## src/rtl/byte_assembler_pkg.sv

```systemverilog
// Shared types and helpers for the byte-stream word assembler.
// Lane mapping and parameter sanity live here so every unit agrees.
package byte_assembler_pkg;

   typedef enum logic {
      LITTLE = 1'b0,
      BIG    = 1'b1
   } endian_e;

   typedef enum logic {
      EMPTY = 1'b0,
      FULL  = 1'b1
   } slot_state_e;

   function automatic int unsigned lane_index(
      input int unsigned k,
      input int unsigned word_bytes,
      input logic        big_endian
   );
      return big_endian ? (word_bytes - 1 - k) : k;
   endfunction

   function automatic logic params_ok(
      input int unsigned word_bytes,
      input int unsigned beat_bytes
   );
      logic beat_ok;
      beat_ok = (beat_bytes == 1) || (beat_bytes == 2) ||
                (beat_bytes == 4);
      return beat_ok && (word_bytes >= beat_bytes) &&
             ((word_bytes % beat_bytes) == 0);
   endfunction

endpackage

```

## src/rtl/word_output_slot.sv

```systemverilog
// Single-entry output register slice for assembled words.
// A new word may load in the same cycle the held one drains.
module word_output_slot
   import byte_assembler_pkg::*;
#(
   parameter int WW    = 96,
   parameter int CNT_W = 4
) (
   input  logic             CLK,
   input  logic             ARESET,
   input  logic             load,
   input  logic [WW-1:0]    load_data,
   input  logic [CNT_W-1:0] load_bytes,
   input  logic             load_partial,
   input  logic             out_ready,
   output logic             out_valid,
   output logic [WW-1:0]    out_data,
   output logic [CNT_W-1:0] out_bytes,
   output logic             out_partial
);

   localparam logic ST_EMPTY = EMPTY;
   localparam logic ST_FULL  = FULL;

   logic             state_q, state_d;
   logic [WW-1:0]    data_q, data_d;
   logic [CNT_W-1:0] bytes_q, bytes_d;
   logic             partial_q, partial_d;

   always_comb begin
      state_d   = state_q;
      data_d    = data_q;
      bytes_d   = bytes_q;
      partial_d = partial_q;
      if (load) begin
         state_d   = ST_FULL;
         data_d    = load_data;
         bytes_d   = load_bytes;
         partial_d = load_partial;
      end else if (state_q == ST_FULL && out_ready) begin
         state_d = ST_EMPTY;
      end
   end

   always_ff @(posedge CLK) begin
      if (!ARESET) begin
         state_q   <= ST_EMPTY;
         data_q    <= '0;
         bytes_q   <= '0;
         partial_q <= 1'b0;
      end else begin
         state_q   <= state_d;
         data_q    <= data_d;
         bytes_q   <= bytes_d;
         partial_q <= partial_d;
      end
   end

   assign out_valid   = (state_q == ST_FULL);
   assign out_data    = data_q;
   assign out_bytes   = bytes_q;
   assign out_partial = partial_q;

endmodule

```

## src/rtl/byte_stream_word_assembler.sv

```systemverilog
// Packs byte beats from the host load path into wide words,
// with partial-word flush on IN_LAST and a one-entry output slot.
module byte_stream_word_assembler
   import byte_assembler_pkg::*;
#(
   parameter int WORD_BYTES = 12,
   parameter int BEAT_BYTES = 1,
   parameter bit BIG_ENDIAN = 1'b0,
   parameter int CNT_W      = $clog2(WORD_BYTES + 1)
) (
   input  logic                    CLK,
   input  logic                    ARESET,
   input  logic                    CLEAR,
   input  logic                    IN_VALID,
   output logic                    IN_READY,
   input  logic [BEAT_BYTES*8-1:0] IN_DATA,
   input  logic                    IN_LAST,
   output logic                    OUT_VALID,
   input  logic                    OUT_READY,
   output logic [WORD_BYTES*8-1:0] OUT_DATA,
   output logic [CNT_W-1:0]        OUT_BYTES,
   output logic                    OUT_PARTIAL,
   output logic [CNT_W-1:0]        FILL_BYTES
);

   localparam int WW = WORD_BYTES * 8;
   localparam endian_e ORDER = BIG_ENDIAN ? BIG : LITTLE;

   generate
      if (!params_ok(WORD_BYTES, BEAT_BYTES)) begin : g_bad_params
         $error("unsupported WORD_BYTES/BEAT_BYTES");
      end
   endgenerate

   logic [WW-1:0]    asm_q, asm_d, merged;
   logic [CNT_W-1:0] fill_q, fill_d, next_fill;
   logic             accept, close, slot_valid;

   // Ready only looks at the slot, never at the word being built.
   assign IN_READY  = ARESET && !CLEAR && (!slot_valid || OUT_READY);
   assign accept    = IN_VALID && IN_READY;
   assign next_fill = fill_q + CNT_W'(BEAT_BYTES);
   assign close     = accept &&
                      (next_fill == CNT_W'(WORD_BYTES) || IN_LAST);

   always_comb begin
      merged = asm_q;
      for (int l = 0; l < WORD_BYTES; l++) begin
         for (int j = 0; j < BEAT_BYTES; j++) begin
            if (lane_index(32'(fill_q) + j, WORD_BYTES,
                           ORDER == BIG) == l) begin
               merged[l*8 +: 8] = IN_DATA[j*8 +: 8];
            end
         end
      end
   end

   always_comb begin
      asm_d  = asm_q;
      fill_d = fill_q;
      if (CLEAR || close) begin
         asm_d  = '0;
         fill_d = '0;
      end else if (accept) begin
         asm_d  = merged;
         fill_d = next_fill;
      end
   end

   always_ff @(posedge CLK) begin
      if (!ARESET) begin
         asm_q  <= '0;
         fill_q <= '0;
      end else begin
         asm_q  <= asm_d;
         fill_q <= fill_d;
      end
   end

   word_output_slot #(
      .WW    (WW),
      .CNT_W (CNT_W)
   ) u_slot (
      .CLK          (CLK),
      .ARESET       (ARESET),
      .load         (close),
      .load_data    (merged),
      .load_bytes   (next_fill),
      .load_partial (next_fill != CNT_W'(WORD_BYTES)),
      .out_ready    (OUT_READY),
      .out_valid    (slot_valid),
      .out_data     (OUT_DATA),
      .out_bytes    (OUT_BYTES),
      .out_partial  (OUT_PARTIAL)
   );

   assign OUT_VALID  = slot_valid;
   assign FILL_BYTES = fill_q;

endmodule

```

## config.mk

```make
export PLATFORM = sky130hd
export DESIGN_NAME = byte_stream_word_assembler
export DESIGN_NICKNAME = d
export VERILOG_FILES = /design/src/rtl/byte_assembler_pkg.sv /design/src/rtl/word_output_slot.sv /design/src/rtl/byte_stream_word_assembler.sv
export SDC_FILE = /design/constraint.sdc
export NUM_CORES = 1
export LEC_CHECK = 0
export CAP_MARGIN = 20
export CELL_PAD_IN_SITES_DETAIL_PLACEMENT = 1
export CELL_PAD_IN_SITES_GLOBAL_PLACEMENT = 2
export CORE_MARGIN = 10
export CORE_UTILIZATION = 30
export CTS_CLUSTER_SIZE = 30
export DETAILED_ROUTE_END_ITERATION = 10
export GPL_TIMING_DRIVEN = 1
export MAX_ROUTING_LAYER = met4
export PLACE_DENSITY_LB_ADDON = 0.1
export SETUP_SLACK_MARGIN = 0.4
export SLEW_MARGIN = 5
export SYNTH_ARGS = -nofsm -noshare
export SYNTH_HDL_FRONTEND = slang
export SYNTH_SLANG_ARGS = --single-unit
export TNS_END_PERCENT = 30
```

## constraint.sdc

```tcl
create_clock -name CLK -period 1.9 [get_ports CLK]
set_input_delay 0.475 -clock CLK [delete_from_list [all_inputs] [get_ports CLK]]
set_output_delay 0.475 -clock CLK [all_outputs]
set_load 0.01 [all_outputs]
```

==> impl_metrics.tcl <==
set metrics [dict create \
    hold_violations 0 \
    cts_sinks 202 \
    path_clk_slew_ns 0.06 \
    wl_mm 30.4 \
    cp_slowest_cell "dfxtp_4" \
    crit_top_cell "buf_6" \
    antenna_found_initial 1 \
    start_util 0.303 \
    netlist_area_um2 8710 \
    slew_headroom 0.748 \
    critPathMaxStageDelay_ns 0.36 \
    dieArea_um2 36300 \
    grt_pass1_vias 7992 \
    dr.first_iter.drc_count 336 \
    core_area_um2 28700 \
    dieHeight_um 190 \
    placed_area_um2 11300 \
    dp_cells 1479 \
    synth.distinct_cells 33 \
    crit_path_start "FILL_BYTES[1]" \
    avgSynthCellArea_um2 9.11 \
    syn_to_final_growth_pct 46.5 \
    netlist_instances 956 \
    timing.rr.start "FILL_BYTES[1]" \
    io_buffers 120 \
    grt_overflow 0 \
    cp.required_ns 2.34 \
    report.final.slew_viol_count 0 \
    vias 7518 \
    whs_ns 0.451 \
    firstDrtPassIters 5 \
    max-cap-violations 0 \
    clock_latency_ns 0.53 \
    avgRoutedWirePerCell_um 19.6 \
    cp_max_fo 6 \
    num-nets-final 1168 \
    power.density_nw_per_um2 777 \
    synth.ff_latch_count 202 \
    grt_max_degree 49 \
    critPathTopFamily "buffers and inverters" \
    rows 62 \
    min_path_type "flop to flop" \
    cts_hold_buf 0 \
    cts_made_buffers 25 \
    skew_ns 0.0273 \
    root_buffer "clkbuf_16" \
    cts_tree "yes" \
    synth_fp_nets 974 \
    yosysSeqAreaShare 0.464 \
    io_pins 121 \
    yosys_warnings 0 \
    cp.buffers_inverters 3 \
    clock_path_buffers 3 \
    finalCriticalPeriod_ns 1.74 \
    p_leak_uw 0.00489 \
    start_kind "flop" \
    dp_hpwl_mm 18.3 \
    gp_congestion 0.711 \
    worstHoldStart "asm_q[2]" \
    grtUsageTotal 0.163 \
    rsz0062_at_grt "true" \
    htreeDepth 1 \
    ant_nets 0 \
    end_kind "flop" \
    criticalPathCategory "flop to flop" \
    cp_cell_sequence "ha_4 > and3b_2 > buf_6 > o2111ai_4 > buf_6 > clkbuf_16 > nor2_1 > nor3_1" \
    via_per_inst 4.84 \
    setup_violations 0 \
    outcome "finished clean" \
    drive_above_1_share 0.420 \
    arrival_ns 2.18 \
    stdcell_count 1553 \
    die_x_um 190 \
    irDropWorstVdd_uv 519 \
    fin_area_um2 12800 \
    grt_pass1_wl_mm 46.5 \
    post-route-drc-count 0 \
    fin_crit_sh 0.915 \
    fmax_mhz 575 \
    worst_slew_pin_slew_ns 0.376 \
]
[path summary, 6_finish.rpt]
check | end | slack [ns] | cells after the start
hold / removal | asm_q[2] | 0.45 | 2
hold reg to reg | asm_q[2] | 0.45 | 2
setup / recovery | u_slot.out_data[74] | 0.16 | 8
setup reg to reg | u_slot.out_data[74] | 0.16 | 8
[stage by stage]
step           TNS, ns  power (uW)   util  setup WS, ns
2_1_floorplan        0        4830      -         0.190
3_3_place_gp    -46.84        5310  0.395        -0.330
3_5_place_dp    -52.05        5310  0.395        -0.350
4_1_cts              0       10000  0.419         0.182
5_1_grt              0       10300  0.445        0.0820
6_report             0        9920  0.445         0.162
[synth_stat cells, drive strengths merged]
library cell	instances	area [um^2]
xnor2	1	8.76
ha	4	50.1
and2	1	6.26
nor2	137	517
xor2	1	8.76
and3b	1	8.76
nor3	18	90.1
a211oi	56	691
mux2i	52	521
nand3b	62	465
nand3	40	200
dfxtp	202	4040
and3	9	56.3
and2b	1	7.51
mux2	36	405
clkbuf	42	158
a311oi	8	101
nand2	109	409
nand2b	2	12.5
o21ai	1	5.00
o2111ai	1	15.0
a21boi	1	7.51
buf	51	265
inv	3	11.3
a21oi	94	470
nor3b	22	165
o2111a	1	11.3
[layout by cell type (no fill, tap or decap), types with 4 or more instances in the layout]
cell type and n:
nand3b_1 62, mux2i_4 13, nand2_1 109, dlygate4sd2_1 18, a311oi_2 6, dfxtp_1 166
clkinv_2 11, and3_1 8, dfxtp_2 31, a21oi_1 88, clkbuf_16 33, mux2i_2 8
buf_4 78, nor3_1 14, clkbuf_1 4, nor2_2 17, mux2_2 36, nor2_1 113
buf_12 40, nor3_2 4, nor3b_1 5, a21oi_2 6, clkdlybuf4s50_1 10, buf_6 28
nor3b_2 15, a211oi_2 54, nor2_4 7, mux2i_1 31, dfxtp_4 5, buf_2 73
nand3_1 39
[layer usage]
layer,up-vias,GRT usage,share of wire
met2,110,0.269,0.49
met3,30,0.0249,0.034
met5,-,-,0
met1,3689,0.210,0.46
met4,0,0.0276,0.011
li1,3689,-,-
[worst reg2reg max path, cell delays in order (launching register included)]
cell and delay, ns:
dfxtp_4 0.36, ha_4 0.17, and3b_2 0.23, buf_6 0.13
o2111ai_4 0.24, buf_6 0.20, clkbuf_16 0.17, nor2_1 0.05
nor3_1 0.13
[cell families after synthesis]
kind of cell / count (synthesis) / synth area share
adder cells (fa/ha/maj): 4 / 0.00575
XOR/XNOR: 2 / 0.00201
multiplexers: 88 / 0.106
buffers and inverters: 96 / 0.0498
AO/OA/AOI/OAI: 162 / 0.149
flip-flops: 202 / 0.464
AND/OR/NAND/NOR: 402 / 0.222
[registers in the layout, summed over array words and instances, names as in the netlist]
name,count
FILL_BYTES,4
asm_q,96
u_slot.out_bytes,4
u_slot.out_data,96
u_slot.out_partial,1
u_slot.out_valid,1
[area by class of cell]
cell class / count / area [um^2]
Fill cell: 3260 / 15900
Inverter: 3 / 13.8
Tap cell: 384 / 480
Clock inverter: 15 / 134
Sequential cell: 202 / 4100
Clock buffer: 30 / 654
Multi-Input combinational cell: 658 / 4760
Timing Repair Buffer: 260 / 2620
Antenna cell: 1 / 2.50
[report_power, final]
group	leakage (uW)	switching [uW]	total [uW]	internal [uW]
Clock	0.000397	1920	4650	2730
Sequential	0.00165	43.2	4350	4310
Combinational	0.00284	518	923	405
Total	0.00489	2480	9920	7440
[timing repair]
item,CTS,global route
setup buffers,14,4
gates resized for setup,464,111
setup endpoints to repair,309,275
pin swaps,4,23
gates cloned,2,8
Power figures use the tool's default switching activity.
